==> config.mk <==
export PLATFORM = sky130hd
export DESIGN_NAME = id_ex_pipeline_register
export DESIGN_NICKNAME = d
export VERILOG_FILES = /design/src/rtl/id_ex_pipeline_register.sv
export SDC_FILE = /design/constraint.sdc
export NUM_CORES = 1
export LEC_CHECK = 0
export ABC_AREA = 1
export CAP_MARGIN = 20
export CORE_AREA = 2 2 139 141
export CTS_BUF_LIST = sky130_fd_sc_hd__clkbuf_8
export CTS_CLUSTER_DIAMETER = 200
export DETAILED_ROUTE_END_ITERATION = 16
export DIE_AREA = 0 0 141 143
export PLACE_DENSITY = 0.68
export SLEW_MARGIN = 40
export SYNTH_ARGS = -nofsm -noshare
export SYNTH_HDL_FRONTEND = slang
export SYNTH_SLANG_ARGS = --single-unit
export TNS_END_PERCENT = 50
==> constraint.sdc <==
create_clock -name clk -period 1.1 [get_ports clk]
set_input_delay 0.165 -clock clk [delete_from_list [all_inputs] [get_ports clk]]
set_output_delay 0.165 -clock clk [all_outputs]
set_load 0.02 [all_outputs]
==> src/rtl/id_ex_pipeline_register.sv <==
`default_nettype none
// ============================================================================
// Module      : id_ex_pipeline_register
// Description : ID/EX pipeline register with stall, flush and bubble loading.
//               Define ID_EX_BUBBLE_COUNT_EN for the bubble counter.
// Revision    : 1.0 - initial release
// ============================================================================
module id_ex_pipeline_register (
    input  logic        clk,
    input  logic        reset,
    input  logic        stall,
    input  logic        flush,
    input  logic        idValid,
    input  logic [31:0] idPc,
    input  logic [31:0] idRs1Data,
    input  logic [31:0] idRs2Data,
    input  logic [31:0] idImm,
    input  logic [4:0]  idRs1Addr,
    input  logic [4:0]  idRs2Addr,
    input  logic [4:0]  idRd,
    input  logic [2:0]  idFunct3,
    input  logic [3:0]  idAluControl,
    input  logic [1:0]  idInput1Select,
    input  logic [1:0]  idInput2Select,
    input  logic        idRegWrite,
    input  logic        idMemRead,
    input  logic        idMemWrite,
    input  logic        idBranch,
    input  logic        idJump,
    input  logic [1:0]  idMemToReg,
    output logic [31:0] exPc,
    output logic [31:0] exRs1Data,
    output logic [31:0] exRs2Data,
    output logic [31:0] exImm,
    output logic [4:0]  exRs1Addr,
    output logic [4:0]  exRs2Addr,
    output logic [4:0]  exRd,
    output logic [2:0]  exFunct3,
    output logic [3:0]  exAluControl,
    output logic [1:0]  exInput1Select,
    output logic [1:0]  exInput2Select,
    output logic        exRegWrite,
    output logic        exMemRead,
    output logic        exMemWrite,
    output logic        exBranch,
    output logic        exJump,
    output logic [1:0]  exMemToReg,
    output logic        exValid,
    output logic [31:0] bubbleCount
);

    localparam logic [1:0] c_SEL_ZERO     = 2'b10;
    localparam logic [1:0] c_SEL_RESERVED = 2'b11;

    logic        w_load_bubble;
    logic [1:0]  w_sel1;
    logic [1:0]  w_sel2;

    logic [31:0] r_pc, r_rs1_data, r_rs2_data, r_imm;
    logic [4:0]  r_rs1_addr, r_rs2_addr, r_rd;
    logic [2:0]  r_funct3;
    logic [3:0]  r_alu_control;
    logic [1:0]  r_sel1, r_sel2, r_mem_to_reg;
    logic        r_reg_write, r_mem_read, r_mem_write, r_branch, r_jump, r_valid;

    // An empty ID slot is loaded exactly like a flush so it cannot cause side effects.
    assign w_load_bubble = flush | (~stall & ~idValid);
    assign w_sel1 = (idInput1Select == c_SEL_RESERVED) ? c_SEL_ZERO : idInput1Select;
    assign w_sel2 = (idInput2Select == c_SEL_RESERVED) ? c_SEL_ZERO : idInput2Select;

    always_ff @(posedge clk) begin
        if (reset || w_load_bubble) begin
            r_pc          <= '0;
            r_rs1_data    <= '0;
            r_rs2_data    <= '0;
            r_imm         <= '0;
            r_rs1_addr    <= '0;
            r_rs2_addr    <= '0;
            r_rd          <= '0;
            r_funct3      <= '0;
            r_alu_control <= '0;
            r_sel1        <= '0;
            r_sel2        <= '0;
            r_reg_write   <= 1'b0;
            r_mem_read    <= 1'b0;
            r_mem_write   <= 1'b0;
            r_branch      <= 1'b0;
            r_jump        <= 1'b0;
            r_mem_to_reg  <= '0;
            r_valid       <= 1'b0;
        end else if (!stall) begin
            r_pc          <= idPc;
            r_rs1_data    <= idRs1Data;
            r_rs2_data    <= idRs2Data;
            r_imm         <= idImm;
            r_rs1_addr    <= idRs1Addr;
            r_rs2_addr    <= idRs2Addr;
            r_rd          <= idRd;
            r_funct3      <= idFunct3;
            r_alu_control <= idAluControl;
            r_sel1        <= w_sel1;
            r_sel2        <= w_sel2;
            r_reg_write   <= idRegWrite;
            r_mem_read    <= idMemRead;
            r_mem_write   <= idMemWrite;
            r_branch      <= idBranch;
            r_jump        <= idJump;
            r_mem_to_reg  <= idMemToReg;
            r_valid       <= 1'b1;
        end
    end

    assign exPc           = r_pc;
    assign exRs1Data      = r_rs1_data;
    assign exRs2Data      = r_rs2_data;
    assign exImm          = r_imm;
    assign exRs1Addr      = r_rs1_addr;
    assign exRs2Addr      = r_rs2_addr;
    assign exRd           = r_rd;
    assign exFunct3       = r_funct3;
    assign exAluControl   = r_alu_control;
    assign exInput1Select = r_sel1;
    assign exInput2Select = r_sel2;
    assign exRegWrite     = r_reg_write;
    assign exMemRead      = r_mem_read;
    assign exMemWrite     = r_mem_write;
    assign exBranch       = r_branch;
    assign exJump         = r_jump;
    assign exMemToReg     = r_mem_to_reg;
    assign exValid        = r_valid;

`ifdef ID_EX_BUBBLE_COUNT_EN
    logic [31:0] r_bubble_count;

    // Saturating so a long-running core never wraps the statistic back to zero.
    always_ff @(posedge clk) begin
        if (reset) begin
            r_bubble_count <= '0;
        end else if (w_load_bubble && (r_bubble_count != 32'hFFFF_FFFF)) begin
            r_bubble_count <= r_bubble_count + 32'd1;
        end
    end

    assign bubbleCount = r_bubble_count;
`else
    assign bubbleCount = '0;
`endif

endmodule
`default_nettype wire
== After elaboration in Yosys (flattened, before gate mapping) ==
Index checks and enable logic that the tools add are counted.

* Bits in registers: 162
* Logic and storage cells: 27
* Output and inout bits: 194

* Mux-type cells: 2
* Equal/unequal tests: 2
* Reductions and logical operators: 1
* Bitwise operators: 4

{| class="wikitable"
|+ Operator list
! operator !! number
|-
| $eq A2 B2 Y1 const B || 2
|-
| $mux W2 || 2
|-
| $not A1 Y1 || 2
|-
| $and A1 B1 Y1 || 1
|-
| $logic_or A1 B1 Y1 || 1
|-
| $or A1 B1 Y1 || 1
|}

== Longest topological paths before layout ==
* Depth after elaboration: 4
* Mapped depth: 6

== Worst setup path before layout ==
No wires, ideal clock.

* Path type: input to register
* Start: input flush
* End: register r_imm[10], in the netlist exImm[10]
* Stages: 5
* Arrival time: 0.831 ns
* Path slack: 0.200 ns
* Library setup time: 0.070 ns
* Data required time: 1.030 ns
* Cells stage by stage: nor2_1 nand2_2 buf_6 buf_2 a21oi_1

* Cells in the longest elaborated chain, start to end: 2

{| class="wikitable"
|+ RTL lines
! item !! RTL line !! source
|-
| start: declaration || 12 || <nowiki>input logic flush,</nowiki>
|-
| $or A1 B1 Y1 || 67 || <nowiki>assign w_load_bubble = flush | (~stall & ~idValid);</nowiki>
|-
| $logic_or A1 B1 Y1 || 72 || <nowiki>if (reset || w_load_bubble) begin</nowiki>
|-
| end signal: assignment || 95 || <nowiki>r_imm <= idImm;</nowiki>
|-
| end: declaration || 59 || <nowiki>logic [31:0] r_pc, r_rs1_data, r_rs2_data, r_imm;</nowiki>
|}

No other way between the ends.
A chain may end at the register's enable or synchronous reset.

== Final worst setup path ==
* Start: register r_rd[3], in the netlist exRd[3]
* End: output exRd[3]

{| class="wikitable"
|+ RTL lines
! item !! RTL line !! source
|-
| start: declaration || 60 || <nowiki>logic [4:0] r_rs1_addr, r_rs2_addr, r_rd;</nowiki>
|-
| start signal: assignment || 98 || <nowiki>r_rd <= idRd;</nowiki>
|-
| end: declaration || 37 || <nowiki>output logic [4:0] exRd,</nowiki>
|}

No word-level cell between the ends.

==> run metrics <==
status=complete, no violations; DRT Pass-1 Iters=4; initial antenna violation count=0; Post-Syn Area=between 5000 and 6000 um^2; cts hold-fix bufs=0; FF-to-FF path depth=4; dominant cell type by area after synthesis=dfxtp_1; Worst EP arrival=approximately 920 ps; CTS buffer count=17; part of the power in registers=between 40 and 50%; Cells after Synth=about 740; Crit-path slowest cell=dfxtp_2; Die H=roughly 140 um; Crit Path Category=reg2out; Post-synth EDFFs=0; max layer used=met4; Hold Vio Cnt, Final=0; core area=around 19000 um^2; Core Rows=50; max frequency=925.0 MHz; # fillers=1742; Layout Skew=0 ps; Syn Area/Cell=roughly 7.8 um^2; Final WS setup=about 19 ps; Internal=between 8 and 9 mW; Post-Route WL=roughly 19000 um; vias per cell=between 4 and 5; final net count=1257; antenna cells=0; net switching share of the total power=about 29%; GRT Overall Usage=approximately 18%; post-DP HPWL=~13000 um; CP bufs+invs=1; # setup viols final=0; clock share of power=34.1%; Die Wd=about 140 um; Hold WC Path Type=in2reg; IO buf count=327; hold slack=152.9 ps; Final min period=~1100 ps; Reg2Reg Capture Point=exPc[18]; Synth top cells by count=321 x nand2_1, 162 x dfxtp_1, 161 x a21oi_1; fin. max-slew vios=0; share of cells above drive strength 1=37.50%; DRC Markers=0; number of H-tree levels=4; P_sw=roughly 3.5 mW; main area contributors after synthesis=dfxtp_1 56%, nand2_1 21%, a21oi_1 14%; Worst Hold Endpoint=exPc[14]; hold depth=4; WL met3=1551 um; RSZ-0062 raised after global routing=yes; Leak Pwr=4.288 nW; Critical Path Start Type=flop; Overflow after GRT=0; P&R area growth vs syn=77.18%; synth unique cells=14; 1st-iter DRT viols=around 280; vias in the first global route=~5500; Root Buffer=clkbuf_8; FFs w/ async S/R, synth=0%; max cap viols=0; R2R Setup Slk=between 200 and 300 ps; reg-to-reg startpoint=exPc[18]; final setup TNS=0 ps; die area=just over 20000 um^2; met1 WL=between 7000 and 8000 um; sequential element share of the synthesized area=between 50% and 60%; Critical Path Fanout Max=2; post-route ant nets=0; most common cell in the netlist=nand2_1; met2 WL=between 9000 and 10000 um; Sink Count=162; Clock Latency Late Sink=440 ps; I/O pin count=360; power per cell area=between 1000 and 1500 nW/um^2; wire length of the first global-routing pass=28560 um; post-synth top area share=between 50% and 60%; worst slack, placed=-329.7 ps; Largest delay share family, worst path=flip-flops; data required time of the worst path=roughly 940 ps; CP peak stage delay=around 360 ps; Comb pwr share=~16%; Min-Delay Startpoint=stall; Max IR drop VDD=roughly 0.00068 V; CTS tree=done; Top FF cell, synth=dfxtp_1; worst-path cell chain=buf_6; final worst-path cycle share=a little over nine tenths; Routed WL per cell=between 10 and 15 um; total number of yosys warnings=0; Yosys reg bits=about 160; vias=5910; largest net degree at the start of global routing=78; Reg clk slew, reported paths=~100 ps; CP Capture Type=output port; clk buf depth=2; Starting Density=31.31%; GPL Wtd Cong=0.7680
## registers in the layout, indices dropped and copies added (netlist names)
| signal | count |
|---|---|
| exAluControl | 4 |
| exBranch | 1 |
| exFunct3 | 3 |
| exImm | 32 |
| exInput1Select | 2 |
| exInput2Select | 2 |
| exJump | 1 |
| exMemRead | 1 |
| exMemToReg | 2 |
| exMemWrite | 1 |
| exPc | 32 |
| exRd | 5 |
| exRegWrite | 1 |
| exRs1Addr | 5 |
| exRs1Data | 32 |
| exRs2Addr | 5 |
| exRs2Data | 32 |
| exValid | 1 |
## cell type report
| type | count | area [um^2] | share of cell area, % |
|---|---|---|---|
| multi-input cells | 522 | 2171 | 21.06 |
| well taps | 234 | 292.8 | 2.840 |
| clock inverters | 15 | 141.4 | 1.372 |
| repair buffers | 382 | 3999 | 38.79 |
| clock buffers | 17 | 234.0 | 2.270 |
| inverters | 6 | 25.02 | 0.2427 |
| flip-flops and latches | 162 | 3446 | 33.43 |
## power groups by stage
stage | clock network, mW | registers (mW) | logic [mW]
after floorplan | 0 | 6.42 | 0.673
after global placement | 0 | 6.23 | 1.89
after detailed placement | 0 | 6.23 | 1.89
after CTS | 4.38 | 6.15 | 1.94
after global routing | 4.63 | 6.17 | 2.12
final | 4.21 | 6.15 | 1.96
## how the worst max path moves through the flow
stage	startpoint	cells after the start	end
6_report	exRd[3]	1	exRd[3]
2_1_floorplan	flush	5	exImm[10]
3_5_place_dp	flush	5	exRs2Addr[3]
4_1_cts	exPc[23]	1	exPc[23]
3_3_place_gp	flush	5	exRs1Addr[2]
5_1_grt	exImm[1]	1	exImm[1]
## kinds of logic (layout without fill, tap and decap cells)
logic type,count (synthesis),count (layout),share of synthesized area [%]
and+or+nand+nor,329,329,21.31
DFF,162,162,55.74
AOI/OAI and AO/OA,161,161,13.85
buffers and inverters,90,420,9.032
other,1,32,0.06445
## stage by stage
step	utilization, %	cell area [um^2]	power [mW]	cells
4_1_cts	54.43	10110	12.47	1312
6_report	55.48	10310	12.32	1338
2_1_floorplan	-	5934	7.098	774
3_5_place_dp	50.03	9295	8.124	1275
3_3_place_gp	50.03	9295	8.116	1275
5_1_grt	55.48	10310	12.92	1338
## layer usage
metal	vias up	global-route usage, %
met5	-	0
met4	0	4.895
met3	19	7.243
met2	226	31.32
met1	2678	20.35
li1	2987	-
## repair_timing
item                       in CTS  in global routing
hold endpoints to repair        0                  0
setup endpoints to repair     162                162
gates resized for setup      1137                  0
setup buffers                   5                 26
## cells in the final DEF, fill, tap and decap left out
master | netlist | layout
inv_8 | 0 | 5
dfxtp_2 | 0 | 162
nand3_1 | 2 | 2
nand2_1 | 321 | 321
buf_12 | 0 | 9
nand2_4 | 0 | 1
clkinv_8 | 0 | 1
clkinvlp_4 | 0 | 2
a21oi_1 | 161 | 161
clkinv_2 | 0 | 2
clkdlybuf4s50_1 | 0 | 164
buf_4 | 35 | 47
nor2_1 | 5 | 5
inv_6 | 0 | 5
conb_1 | 1 | 32
clkbuf_8 | 0 | 17
buf_6 | 1 | 162
inv_1 | 5 | 5
inv_4 | 0 | 1
Power figures use the tool's default switching activity.
